--- src/rtl/even_div_ctrl_if.sv ---
// Configuration handshake bundle for even_div_ctrl: a half-period offered with valid/ready.
interface even_div_ctrl_if #(
  parameter int unsigned CNT_W = 8
);
  logic             cfg_valid;
  logic [CNT_W-1:0] cfg_half;
  logic             cfg_ready;

  modport master (
    output cfg_valid,
    output cfg_half,
    input  cfg_ready
  );

  modport slave (
    input  cfg_valid,
    input  cfg_half,
    output cfg_ready
  );
endinterface

--- src/rtl/even_div_ctrl.sv ---
// Runtime-programmable even clock divider: 50% duty output of period 2*active, with new
// ratios taken over only at the end of a full period so div_out never glitches.
module even_div_ctrl #(
  parameter int unsigned CNT_W = 8
) (
  input  logic         clk,
  input  logic         resetn,
  input  logic         enable,
  even_div_ctrl_if.slave cfg,
  output logic         div_out,
  output logic         tick,
  output logic         busy
);

  typedef enum logic [1:0] {StIdle, StRun, StPend} state_e;

  localparam logic [CNT_W-1:0] One = {{(CNT_W-1){1'b0}}, 1'b1};

  state_e           state_q, state_d;
  logic [CNT_W-1:0] active_q, active_d;
  logic [CNT_W-1:0] pending_q, pending_d;
  logic [CNT_W-1:0] cnt_q, cnt_d;
  logic             div_q, div_d;
  logic             tick_q, tick_d;
  logic             xfer;
  logic             last;

  assign cfg.cfg_ready = (state_q != StPend);
  assign busy          = (state_q != StIdle);
  assign div_out       = div_q;
  assign tick          = tick_q;

  assign xfer = cfg.cfg_valid && cfg.cfg_ready;
  assign last = (cnt_q == (active_q - One));

  always_comb begin
    state_d   = state_q;
    active_d  = active_q;
    pending_d = pending_q;
    cnt_d     = cnt_q;
    div_d     = div_q;
    tick_d    = 1'b0;
    unique case (state_q)
      StIdle: begin
        div_d = 1'b0;
        if (xfer) active_d = cfg.cfg_half;
        // Start decision uses the ratio held before any same-cycle write.
        if (enable && (active_q != '0)) begin
          state_d = StRun;
          div_d   = 1'b1;
          tick_d  = 1'b1;
          cnt_d   = '0;
        end
      end
      StRun, StPend: begin
        if (!last) begin
          cnt_d = cnt_q + One;
          if (state_q == StRun && xfer) begin
            pending_d = cfg.cfg_half;
            state_d   = StPend;
          end
        end else if (div_q) begin
          cnt_d = '0;
          div_d = 1'b0;
          if (state_q == StRun && xfer) begin
            pending_d = cfg.cfg_half;
            state_d   = StPend;
          end
        end else begin
          // Period boundary: end of the low phase.
          cnt_d = '0;
          if (state_q == StPend) begin
            active_d = pending_q;
            if ((pending_q == '0) || !enable) begin
              state_d = StIdle;
            end else begin
              state_d = StRun;
              div_d   = 1'b1;
              tick_d  = 1'b1;
            end
          end else if (!enable) begin
            state_d = StIdle;
            // A config arriving as we stop is kept rather than dropped.
            if (xfer) active_d = cfg.cfg_half;
          end else begin
            div_d  = 1'b1;
            tick_d = 1'b1;
            if (xfer) begin
              pending_d = cfg.cfg_half;
              state_d   = StPend;
            end
          end
        end
      end
      default: state_d = StIdle;
    endcase
  end

  always_ff @(posedge clk or negedge resetn) begin
    if (!resetn) begin
      state_q   <= StIdle;
      active_q  <= '0;
      pending_q <= '0;
      cnt_q     <= '0;
      div_q     <= 1'b0;
      tick_q    <= 1'b0;
    end else begin
      state_q   <= state_d;
      active_q  <= active_d;
      pending_q <= pending_d;
      cnt_q     <= cnt_d;
      div_q     <= div_d;
      tick_q    <= tick_d;
    end
  end

endmodule
--- src/flat_wrapper.sv ---
// flat-port wrapper written by rule: the top's interface ports become plain ports
module even_div_ctrl_flat 
#(
  parameter int unsigned CNT_W = 8
)
  (clk, resetn, enable, div_out, tick, busy, cfg_cfg_valid, cfg_cfg_half, cfg_cfg_ready);
  even_div_ctrl_if #(.CNT_W(CNT_W)) cfg_i ();
  input  logic clk;
  input  logic resetn;
  input  logic enable;
  output logic div_out;
  output logic tick;
  output logic busy;
  input wire logic [$bits(cfg_i.cfg_valid)-1:0] cfg_cfg_valid;
  input wire logic [$bits(cfg_i.cfg_half)-1:0] cfg_cfg_half;
  output wire logic [$bits(cfg_i.cfg_ready)-1:0] cfg_cfg_ready;
  assign cfg_i.cfg_valid = cfg_cfg_valid;
  assign cfg_i.cfg_half = cfg_cfg_half;
  assign cfg_cfg_ready = cfg_i.cfg_ready;
  even_div_ctrl #(.CNT_W(CNT_W)) u_core (.clk(clk), .resetn(resetn), .enable(enable), .cfg(cfg_i), .div_out(div_out), .tick(tick), .busy(busy));
endmodule
--- config.mk ---
export PLATFORM = sky130hd
export DESIGN_NAME = even_div_ctrl_flat
export DESIGN_NICKNAME = d
export VERILOG_FILES = /design/src/rtl/even_div_ctrl_if.sv /design/src/rtl/even_div_ctrl.sv /design/src/flat_wrapper.sv
export SDC_FILE = /design/constraint.sdc
export NUM_CORES = 1
export LEC_CHECK = 0
export ABC_AREA = 0
export BUFFER_PORTS_ARGS = -buffer_cell sky130_fd_sc_hd__buf_2
export CORE_ASPECT_RATIO = 0.7
export CORE_MARGIN = 5
export CORE_UTILIZATION = 29
export DETAILED_ROUTE_END_ITERATION = 10
export GPL_ROUTABILITY_DRIVEN = 1
export PLACE_DENSITY_LB_ADDON = 0.08
export SETUP_SLACK_MARGIN = 0.02
export SYNTH_ARGS = -nofsm -noshare
export SYNTH_HDL_FRONTEND = slang
export SYNTH_SLANG_ARGS = --single-unit
--- constraint.sdc ---
create_clock -name clk -period 6.4 [get_ports clk]
set_clock_uncertainty 0.1 [all_clocks]
set_input_delay 0.64 -clock clk [delete_from_list [all_inputs] [get_ports clk]]
set_output_delay 0.64 -clock clk [all_outputs]
set_load 0.01 [all_outputs]
Word level (Yosys, flattened, before mapping):

Index checks and enable logic that the tools add are counted.

* register bits: 28
* latch bits: 0
* RAM bits: 0
* ROM bits: 0
* input bits: 12
* output and inout port bits: 4
* logic and storage cells: 69
* memories kept: 0

* $add $sub $neg: 2
* multiply operators: 0
* div/mod/pow operators: 0
* order comparisons: 0
* equal/unequal tests: 12
* shift operators: 0
* muxes and demuxes: 33
* bitwise operators: 0
* reductions and logical operators: 16

Operator list (number)
* 8-bit 2-to-1 mux: 13
* 8-bit one-hot mux with 2 select lines: 2
* 2-bit 2-to-1 mux: 7
* 3-bit by 2-bit != test with 1-bit output (second input constant): 3
* 8-bit by 1-bit adder with 8-bit output (second input constant): 1
* 8-bit equality test: 1
* 8-bit logical NOT: 1
* 1-bit 2-to-1 mux: 8
* 4-bit AND reduction: 2
* 8-bit nonzero test: 1
* 8-bit by 1-bit subtractor with 8-bit output (second input constant): 1
* 6-bit by 4-bit != test with 1-bit output (second input constant): 1
* 2-bit AND reduction: 3
* 2-bit by 1-bit != test with 1-bit output (second input constant): 2
* 2-bit != test (second input constant): 2
* 1-bit one-hot mux with 2 select lines: 2
* 2-bit one-hot mux with 2 select lines: 1
* 2-bit nonzero test: 2
* 1-bit logical AND: 3
* 3-bit by 1-bit != test with 1-bit output (second input constant): 1
* 2-bit by 1-bit equality test with 1-bit output (second input constant): 1
* 2-bit equality test (second input constant): 1
* 2-bit logical NOT: 1
* 2-bit OR reduction: 1
* other kinds (2): 2

Longest topological paths before layout:

* depth in word-level cells: 8
* depth in mapped cells: 9
* depth with buffers taken out: 8

Worst setup path before layout:

OpenSTA, ideal clock, no wires.

* path type: reg-to-reg
* start: reg u_core.active_q[2]
* end: reg u_core.pending_q[0]
* library setup time: 125 ps
* arrival: 2591 ps
* data required time: 6175 ps
* setup slack: 3584 ps
* cell stages (with the launch flop): 9
* buffers on the path: 2
* period minus slack after synthesis: 2816 ps
* cell sequence: dfrtp_1 buf_6 or3_4 or4_4 a2111oi_4 and3_2 a32o_2 buf_6 mux2_4

* cells in the longest elaborated chain, start to end: 4
* elaborated cells between the ends (all ways): 7
* those cells by class: add/sub: 1; eq/ne: 4; mux: 1; reduce/logical: 1

RTL lines
* from (decl): RTL line even_div_ctrl.sv:20 `logic [CNT_W-1:0] active_q, active_d;`
* from (signal assigned): RTL line even_div_ctrl.sv:109 `active_q <= active_d;`
* 8-bit by 1-bit subtractor with 8-bit output (*): RTL line even_div_ctrl.sv:34 `assign last = (cnt_q == (active_q - One));`
* 8-bit equality test (*): RTL line even_div_ctrl.sv:34
* 3-bit by 1-bit != test with 1-bit output (no line) / 3-bit by 2-bit != test with 1-bit output (equally long branches)
* 4-bit AND reduction (no line)
* to (signal assigned): RTL line even_div_ctrl.sv:110 `pending_q <= pending_d;`
* to (decl): RTL line even_div_ctrl.sv:21 `logic [CNT_W-1:0] pending_q, pending_d;`

Every way passes the cells marked *; elsewhere a longest branch is shown, timed or not.
A chain may end at the register's enable or synchronous reset.

Final worst setup path:

* start: reg u_core.active_q[2]
* end: reg u_core.pending_q[1]

Same word-level chain as after synthesis.

==> out/results.ini <==
[run_status]
status=finished, final reports clean

[power_and_ir_drop]
p_sw_frac=0.435
power.internal_mw=0.556
total_leakage_power_nw=0.839
pwr-share-seq=0.347
vdd_drop_max_mv=0.160
p_clk_frac=0.147
power_switching_mw=0.428
p_comb_frac=0.506
cellPowerDensity_nw_per_um2=488

[logic_synthesis]
syn_area_sq_um=1810
synth_top_cell_by_area=dfrtp_1
synth_top_area_share=0.388
ys_warn_count=0
ys_seq_area_frac=0.388
synth-main-ff-cell=dfrtp_1
synthArstFlopShare=1.00
synth_nets=193
ys_seq_elements=28
syn_area_per_cell_sq_um=10.4
synthTopCellsByArea=dfrtp_1 (39%), mux2_4 (6.7%), ha_1 (4.9%)
syn_inst=174
yosysMostFrequentCell=dfrtp_1
synthTopCellsByCount=dfrtp_1 (28), nor2_1 (16), o22a_1 (10)
synth_edf_count=0
synthDistinctLibCells=45

[sta]
maxSlewViolCount=0
rsz0062_at_grt=no
period_minus_slack_ps=3160
fin_crit_sh=0.494
max_freq_ghz=0.316
slew_headroom=0.531
holdWs_ps=279
worstMarginPinSlew_ps=698
hold_violations=0
tns_ps=0
final-setup-viol-count=0

[cts]
clkLatencyLatePin_ps=280
clock_tree.root_cell=clkbuf_8
numCtsBuffers=3
post_cts_resized=0
cts_tree=done
postCtsHoldBufs=0
h-tree-depth=1
clk_pin_slew_ps=100
cts_buffer_depth=2
postCtsSetupRepairBufs=0
cts_sinks=28

[drt]
drc=0
drtIter0Drc=77
ant_nets=0
avgViaCountPerCell=5.35
wirelength_um=4530
dr_total_vias=1424
drt-pass1-iter-count=4
wl_per_cell_um=17.0

[final_layout]
stdcell_area_sq_um=2010
nets=208
drive_gt1_frac=0.197
n_antenna_cell=0
syn2layout_area_growth_pct=11.6

[critical_path]
timing.rr.start=u_core.active_q[2]$_DFFE_PN0P_
cp.arrival_ps=3240
crit_fanout=13
r2r_slack_ps=3240
critPathCaptureType=register
worstPathRequired_ps=6480
critical_path_class=reg -> reg
reg2reg_depth=6
start_kind=register
r2r-end=u_core.pending_q[1]$_DFFE_PN0P_

[grt]
first_global_vias=1460
grt_max_degree=29
antenna_found_initial=0
gr-total-overflow=0
grt_pass1_wl_um=7650
gr-usage-all-layers=0.117

[min_path]
hold_class=in -> async

[place]
placed_area_sq_um=1940
gp_congestion=0.775
io_buffers=15
hpwl_um=3490

[floorplan]
die_area_sq_um=7930
start_util=0.295
dieWidth_um=104
fp.dieH_um=76.0
io_pins=16
core_area_sq_um=6130
rows=24

[run]
maxCapViolations=0

## power by group through the flow
stage                     Clock [mW]  Combinational (mW)  Sequential [mW]
after floorplan                    0               0.406            0.317
after global placement             0               0.497            0.344
after detailed placement           0               0.495            0.346
after CTS                      0.147               0.499            0.341
after global routing           0.154               0.551            0.353
final                          0.144               0.498            0.341
## flip-flops by register name (all words and copies together), names as in the netlist
signal and count:
u_core.pending_q 8, u_core.tick 1, u_core.state_q 2, u_core.active_q 8, u_core.div_out 1, u_core.cnt_q 8
## how the worst max path moves through the flow
stage                              startpoint                         endpoint  slack [ps]
2_1_floorplan  u_core.active_q[2]$_DFFE_PN0P_  u_core.pending_q[0]$_DFFE_PN0P_        3580
3_3_place_gp   u_core.active_q[2]$_DFFE_PN0P_  u_core.pending_q[0]$_DFFE_PN0P_        3280
3_5_place_dp   u_core.active_q[2]$_DFFE_PN0P_  u_core.pending_q[1]$_DFFE_PN0P_        3250
4_1_cts        u_core.active_q[2]$_DFFE_PN0P_  u_core.pending_q[7]$_DFFE_PN0P_        3240
5_1_grt        u_core.active_q[2]$_DFFE_PN0P_  u_core.pending_q[6]$_DFFE_PN0P_        3100
6_report       u_core.active_q[2]$_DFFE_PN0P_  u_core.pending_q[1]$_DFFE_PN0P_        3240
## stage by stage
step           instances   util  power [mW]  worst slack (ps)
2_1_floorplan        174      -       0.722              3580
3_3_place_gp         262  0.317       0.840              3280
3_5_place_dp         262  0.317       0.841              3250
4_1_cts              266  0.329       0.986              3240
5_1_grt              266  0.329        1.06              3100
6_report             266  0.329       0.984              3240
## kinds of logic after synthesis
logic type	count (synthesis)	share of synthesized area
DFF	28	0.388
and+or+nand+nor	51	0.153
xor gates and xnor gates	11	0.0534
muxes	10	0.0783
AOI/OAI and AO/OA	53	0.240
buffers and inverters	14	0.0381
adders and majority gates	7	0.0485
## metal layers
metal	wire length (um)	up-vias	part of all wire	GRT usage
li1	-	687	-	-
met1	2490	713	0.55	0.183
met2	1870	22	0.41	0.164
met3	131	2	0.029	0.0237
met4	29	0	0.0064	0.0233
met5	0	-	0	0
## worst max-delay path, cell delays in order (launching register included)
cell       delay, ps
dfrtp_1          460
or3_4            410
or4_4            500
a2111oi_4        470
and3_2           410
a32o_2           370
mux2_4           330
## final cells by class
cell class,instances,area [sq um]
sequential,28,701
tap,78,97.6
clock inverter,1,30.0
fill,630,4110
multi-input combinational,132,1040
clock buffer,3,41.3
timing repair buffer,15,75.1
inverter,9,33.8
## cells in the final DEF (no fill, tap or decap), drive strengths merged, types with 7 or more instances in the layout
master and n:
dfrtp 28, nor2 16, buf 15, o22a 10, nor3 10, inv 9
mux2 9, o32a 8, xnor2 7, nand2 7, ha 7
(Power assumes the default switching activity.)
